## src/rtl/prime_number_if.sv

```systemverilog
// Bundle of the scanner's limit input and its result outputs.
// The bench drives through master and the scanner sits on slave.
interface prime_number_if #(
  parameter int WIDTH = 11
);
  logic [WIDTH-1:0] numMax;
  logic             prime;
  logic [WIDTH-1:0] numberChecked;
  logic [WIDTH-1:0] numberOfPrimes;

  modport master (
    output numMax,
    input  prime,
    input  numberChecked,
    input  numberOfPrimes
  );

  modport slave (
    input  numMax,
    output prime,
    output numberChecked,
    output numberOfPrimes
  );
endinterface

```

## src/rtl/prime_number.sv

```systemverilog
// Sequential prime scanner: emits 0, 1, 2, ... up to numMax, one value per clock,
// together with a primality flag and a running count of primes found.
module prime_number #(
  parameter int WIDTH = 11
) (
  input  logic                 clk,
  input  logic                 rst,
  prime_number_if.slave        bus
);

  // Trial divisors up to 43 cover every composite below 47*47 = 2209.
  localparam logic [13:0][5:0] DIVISORS = {
    6'd43, 6'd41, 6'd37, 6'd31, 6'd29, 6'd23, 6'd19,
    6'd17, 6'd13, 6'd11, 6'd7,  6'd5,  6'd3,  6'd2
  };

  function automatic logic is_prime(input logic [WIDTH-1:0] n);
    logic [WIDTH-1:0] d;
    logic             result;
    result = (n >= WIDTH'(2));
    for (int i = 0; i < 14; i++) begin
      d = {{(WIDTH-6){1'b0}}, DIVISORS[i]};
      if ((n != d) && ((n % d) == '0)) begin
        result = 1'b0;
      end
    end
    return result;
  endfunction

  // cand carries one extra bit so it can step past all-ones and stop the scan.
  logic [WIDTH:0]   cand         = '0;
  logic             started      = 1'b0;
  logic             prime_reg    = 1'b0;
  logic [WIDTH-1:0] checked_reg  = '0;
  logic [WIDTH-1:0] count_reg    = '0;

  logic             emit;
  logic             cand_prime;

  assign emit       = !started || (cand <= {1'b0, bus.numMax});
  assign cand_prime = is_prime(cand[WIDTH-1:0]);

  always_ff @(posedge clk) begin
    if (rst) begin
      cand        <= '0;
      started     <= 1'b0;
      prime_reg   <= 1'b0;
      checked_reg <= '0;
      count_reg   <= '0;
    end else if (emit) begin
      cand        <= cand + 1'b1;
      started     <= 1'b1;
      prime_reg   <= cand_prime;
      checked_reg <= cand[WIDTH-1:0];
      count_reg   <= count_reg + {{(WIDTH-1){1'b0}}, cand_prime};
    end
  end

  assign bus.prime          = prime_reg;
  assign bus.numberChecked  = checked_reg;
  assign bus.numberOfPrimes = count_reg;

endmodule

```

## src/flat_wrapper.sv

```systemverilog
// flat-port wrapper written by rule: the top's interface ports become plain ports
module prime_number_flat 
#(
  parameter int WIDTH = 11
)
  (clk, rst, bus_numMax, bus_prime, bus_numberChecked, bus_numberOfPrimes);
  prime_number_if #(.WIDTH(WIDTH)) bus_i ();
  input  logic clk;
  input  logic rst;
  input wire logic [$bits(bus_i.numMax)-1:0] bus_numMax;
  output wire logic [$bits(bus_i.prime)-1:0] bus_prime;
  output wire logic [$bits(bus_i.numberChecked)-1:0] bus_numberChecked;
  output wire logic [$bits(bus_i.numberOfPrimes)-1:0] bus_numberOfPrimes;
  assign bus_i.numMax = bus_numMax;
  assign bus_prime = bus_i.prime;
  assign bus_numberChecked = bus_i.numberChecked;
  assign bus_numberOfPrimes = bus_i.numberOfPrimes;
  prime_number #(.WIDTH(WIDTH)) u_core (.clk(clk), .rst(rst), .bus(bus_i));
endmodule
```

## config.mk

```make
export PLATFORM = sky130hd
export DESIGN_NAME = prime_number_flat
export DESIGN_NICKNAME = d
export VERILOG_FILES = /design/src/rtl/prime_number_if.sv /design/src/rtl/prime_number.sv /design/src/flat_wrapper.sv
export SDC_FILE = /design/constraint.sdc
export NUM_CORES = 1
export LEC_CHECK = 0
export BUFFER_PORTS_ARGS = -buffer_cell sky130_fd_sc_hd__buf_2
export CORE_MARGIN = 5
export CORE_UTILIZATION = 30
export DETAILED_ROUTE_END_ITERATION = 7
export GPL_TIMING_DRIVEN = 0
export PLACE_DENSITY = 0.44
export SYNTH_ARGS = -nofsm -noshare
export SYNTH_HDL_FRONTEND = slang
export SYNTH_SLANG_ARGS = --single-unit
```

## constraint.sdc

```tcl
create_clock -name clk -period 14.1 [get_ports clk]
set_input_delay 0.705 -clock clk [delete_from_list [all_inputs] [get_ports clk]]
set_output_delay 0.705 -clock clk [all_outputs]
set_load 0.03 [all_outputs]
```

# Word level (Yosys, flattened, before mapping)
# Index checks and enable logic that the tools add are counted.
[word_totals]
latchBits = 0
in_bits = 13
wordCells = 80
reg_bits = 36
n_memories = 0
rom_bits = 0
ramBits = 0
[op_classes]
div_mod_pow = 13
n_reduce_logical = 30
bitwise = 0
muxes = 14
magnitude_cmp = 2
addsub = 2
mul = 0
n_shift = 0
n_eq_ne = 14
[ops]
columns = ["cell", "n"]
rows = [
  ["logical NOT 11 bit", 14],
  ["modulo 11 x 5 -> 11 bit (second input constant)", 5],
  ["!= test 11 x 5 -> 1 bit (second input constant)", 5],
  ["modulo 11 x 6 -> 11 bit (second input constant)", 3],
  ["!= test 11 x 6 -> 1 bit (second input constant)", 3],
  ["modulo 11 x 3 -> 11 bit (second input constant)", 2],
  ["modulo 11 x 4 -> 11 bit (second input constant)", 2],
  ["!= test 11 x 2 -> 1 bit (second input constant)", 2],
  ["!= test 11 x 3 -> 1 bit (second input constant)", 2],
  ["!= test 11 x 4 -> 1 bit (second input constant)", 2],
  ["logical AND 1 bit", 14],
  ["2-to-1 mux 1 bit", 14],
  ["adder 12 x 1 -> 12 bit (second input constant)", 1],
  ["<= comparator 12 x 11 -> 1 bit", 1],
  ["adder 11 x 1 -> 11 bit", 1],
  [">= comparator 11 x 2 -> 1 bit (second input constant)", 1],
  ["modulo 11 x 2 -> 11 bit (second input constant)", 1],
  ["logical NOT 1 bit", 1],
  ["logical OR 1 bit", 1],
]

# Depth between registers and ports, before layout
[logic_depth]
ltp_word = 17
ltp_mapped = 37
mapped_depth_nobuf = 30

# Least setup slack after synthesis
# OpenSTA, ideal clock, no wires.
[synth_path]
path_type = "flip-flop to flip-flop"
start = "reg u_core.cand[1]"
end = "reg u_core.count_reg[10], in the netlist u_core.bus.numberOfPrimes[10]"
path_stages_with_launch = 34
t_required_ns = 14.030
arrival_time_ns = 7.409
n_path_buf = 6
setup_slack_ns = 6.621
path_cell_list = "dfxtp_1 clkbuf_1 inv_1 clkbuf_1 buf_1 buf_1 ha_1 nand3_1 a221oi_1 and3_1 or4_4 o211a_1 buf_2 a211oi_1 o211ai_2 nor2_1 o21ai_0 ha_1 buf_1 or4_1 o2111ai_1 o211ai_1 and4_1 o21bai_1 nand3_1 a31oi_1 o41ai_1 nor3_1 ha_1 ha_1 nor2b_1 nand3_1 or3_1 a21oi_1"
[synth_via]
elab_chain_len = 17
elab_cells_between_ends = 72
cone_classes = "1 x add/sub; 13 x div; 2 x order compare; 14 x eq/ne; 14 x mux; 28 x reduce/logical"
[synth_rtl]
columns = ["item", "line", "source"]
rows = [
  ["start: declaration", "prime_number.sv:31", "logic [WIDTH:0] cand = '0;"],
  ["start signal: assignment", "prime_number.sv:51", "cand <= cand + 1'b1;"],
  ["modulo 11 x 2 -> 11 bit or != test 11 x 2 -> 1 bit (tied branches)", "prime_number.sv:23", "if ((n != d) && ((n % d) == '0)) begin"],
  ["logical NOT 11 bit or logical AND 1 bit (tied branches)", "prime_number.sv:23", ""],
  ["logical AND 1 bit or 2-to-1 mux 1 bit (tied branches)", "prime_number.sv:23", ""],
  ["2-to-1 mux 1 bit (12 in a row)", "prime_number.sv:23", ""],
  ["2-to-1 mux 1 bit (*)", "prime_number.sv:23", ""],
  ["named net u_core.cand_prime", "prime_number.sv:38", "logic cand_prime;"],
  ["adder 11 x 1 -> 11 bit (*)", "prime_number.sv:55", "count_reg <= count_reg + {{(WIDTH-1){1'b0}}, cand_prime};"],
  ["end signal: assignment", "prime_number.sv:55", ""],
  ["end: declaration", "prime_number.sv:35", "logic [WIDTH-1:0] count_reg = '0;"],
]
# Mark *: on every way through the listed nets, which the timed path passes. The rest lies on a longest branch.
# A chain may end at the register's enable or synchronous reset.

# Worst setup path in the final report
# Same ends and word-level chain as after synthesis.

==> results.ini <==
[outcome]
outcome=finished with violations
violations=max-capacitance violations, max-slew violations

[timing]
timing.final.crit_share=0.8185
setup_violations=0
max_slew.worst_pin.slew_ns=1.613
timing.fmax_mhz=86.65
layout_min_cycle_time_ns=11.54
grt_setup_unrepaired=no
drv_slew=10
setup_ws_ns=2.560
slew_headroom=-0.09038
skew_ns=0.004709
hold_violations=0
setup_tns_ns=0

[detailed_routing]
vias=26268
route.met3.wl_um=14260
drt_iter0_markers=3660
post-route-drc-count=0
wl_met1_um=49560
wl_met2_um=54990
wl_per_cell_um=34.39
drt-pass1-iter-count=7
routed_via_density=7.146
routed_wl_um=126400
drt.antenna.violating_nets=0
topRoutingLayerUsed=met5

[die]
start_util=0.3020
die_w_um=261.8
rows=92
coreArea_um2=62970
die_height_um=261.8
dieArea_um2=68510
io_pins=36

[yosys]
avgSynthCellArea_um2=6.834
netlist_instances=2782
yosysMostFrequentCell=nor2_1
synth_fa_ha_area_frac=0.04284
synth_top_cell_by_area=a21oi_1
yosys_warnings=0
muxShareOfSynthArea=0.03468
synth_area_leaders=a21oi_1 5.6%, nor2_1 4.8%, o21ai_0 4.5%, nand2_1 4.3%, dfxtp_1 3.8%
synth-edff-count=0
ys_seq_elements=36
synth-simple-area-share=0.2894
synth_top_family_by_area=compound AO/OA/AOI/OAI gates
netlist.area_leader.share=0.05554
synth_nets=2848
yosysSeqAreaShare=0.03790
synth_common_cells=241 x nor2_1, 217 x nand2_1, 211 x a21oi_1
synth_cell_types=135
synth_area_um2=19010
synthArstFlopShare=0
synth_xor_area_frac=0.04626
synth-main-ff-cell=dfxtp_1
synth_compound_gate_area_share=0.4684

[placement]
portBuffers=34
dp_hpwl_um=99690
dpl.cell_count=3662
place_ws_ns=2.605
placed_area_um2=20250
finalWeightedCongestion=1.131

[worst_setup_path]
crit_family=buffers and inverters
worstPathArrival_ns=11.75
worst_path_max_delay_cell=clkbuf_1
critPathMaxStageDelay_ns=0.81
crit_fanout=18
crit_required_ns=14.31
cp-end-kind=flop
cp-start-kind=flop
cp_num_buf_inv=7
cp_common_cell=ha_1
critPathKind=reg2reg

[layout]
drive_gt1_frac=0.1154
n_fill_cell=6992
syn_to_final_growth_pct=7.370
largest_reg_flops=12
top_register=u_core.cand
fin_area_um2=20410
final_net_count=2890
instances_no_fill=3676

[cts]
cts_tree=done
ctsHoldBuffers=0
clockBufferDepth=2
post-cts-setup-buffers=0
cts_resized=0
htreeDepth=2
clock-root-buffer=clkbuf_16
clk_pin_slew_ns=0.05
worstSkewPairLatency_ns=0.28
cts_made_buffers=5
cts.sinks=36

[global_routing]
grt_max_degree=19
grt-ovfl-total=0
grt_pass1_wl_um=176700
first_global_vias=24564
grt_use_total=0.3478
antenna_found_initial=6

[power]
cellPowerDensity_nw_per_um2=20.68
p_leak_nw=7.438
vdd_drop_max_uv=68.47

[job]
maxCapViolations=2

[worst_hold_path]
hold_path_class=reg2reg

[area by class of cell]
cell class                 count  area, um^2  area share
buffer                       230        1345     0.06589
sequential                    36       720.7     0.03530
tap                          846        1059     0.05185
clock buffer                   8       146.4    0.007171
multi-input combinational   2466       16770      0.8214
antenna                        5       12.51   0.0006129
timing repair buffer          35       175.2    0.008581
inverter                      50       187.7    0.009193
[where the power goes]
| part | switching [mW] | internal [mW] |
|---|---|---|
| Clock | 0.0407 | 0.0704 |
| Combinational | 0.140 | 0.0613 |
| Sequential | 0.00686 | 0.103 |
| Total | 0.187 | 0.235 |
[worst reg2reg max path: cells and delay by family (launching register included)]
family	cells	cell delay, ns
and+or+nand+nor	10	3.28
AOI/OAI and AO/OA	12	2.76
buffers and inverters	7	3.37
DFF	1	0.79
adders and majority gates	4	1.27
[per-layer routing]
metal  track usage  vias to the layer above
met4        0.1746                        2
met1        0.4387                    12868
met3       0.08657                      387
li1              -                    11084
met5             0                        -
met2        0.5518                     1927
[path summary, 6_finish.rpt]
check / to / from / slack, ns / cells past startpoint
worst max-delay path: u_core.bus.numberOfPrimes[10]$_SDFFE_PP0P_ / u_core.cand[1]$_SDFFE_PP0P_ / 2.56 / 33
worst min-delay path: u_core.bus.prime$_SDFFE_PP0P_ / u_core.bus.prime$_SDFFE_PP0P_ / 0.46 / 2
worst max register to register: u_core.bus.numberOfPrimes[10]$_SDFFE_PP0P_ / u_core.cand[1]$_SDFFE_PP0P_ / 2.56 / 33
worst min register to register: u_core.bus.prime$_SDFFE_PP0P_ / u_core.bus.prime$_SDFFE_PP0P_ / 0.46 / 2
[metrics by stage]
| stage | hold WS, ns | util | total power [mW] |
|---|---|---|---|
| after floorplan | 0.4984 | - | 0.2303 |
| after global placement | 0.4407 | 0.3215 | 0.3055 |
| after detailed placement | 0.4520 | 0.3216 | 0.3077 |
| after CTS | 0.4667 | 0.3239 | 0.4203 |
| after global routing | 0.4954 | 0.3240 | 0.4446 |
| final | 0.4610 | 0.3242 | 0.4222 |
[cell families (layout without fill, tap and decap cells)]
family                     count (synthesis)  after routing
muxes                                     59             59
other                                      0              5
and+or+nand+nor                         1046           1046
adders and majority gates                 68             68
AOI/OAI and AO/OA                       1195           1195
xor gates and xnor gates                  98             98
DFF                                       36             36
buffers and inverters                    280            323
[cells in the final DEF (no fill, tap or decap), types with 54 or more instances in the layout]
master	n
buf_2	82
o211ai_1	68
nor2_1	241
clkbuf_1	97
and2_1	56
o21ai_0	171
nand3_1	95
nor3_1	74
xnor2_1	72
nand2_1	217
a31oi_1	54
a21oi_1	211
(Power assumes the default switching activity.)
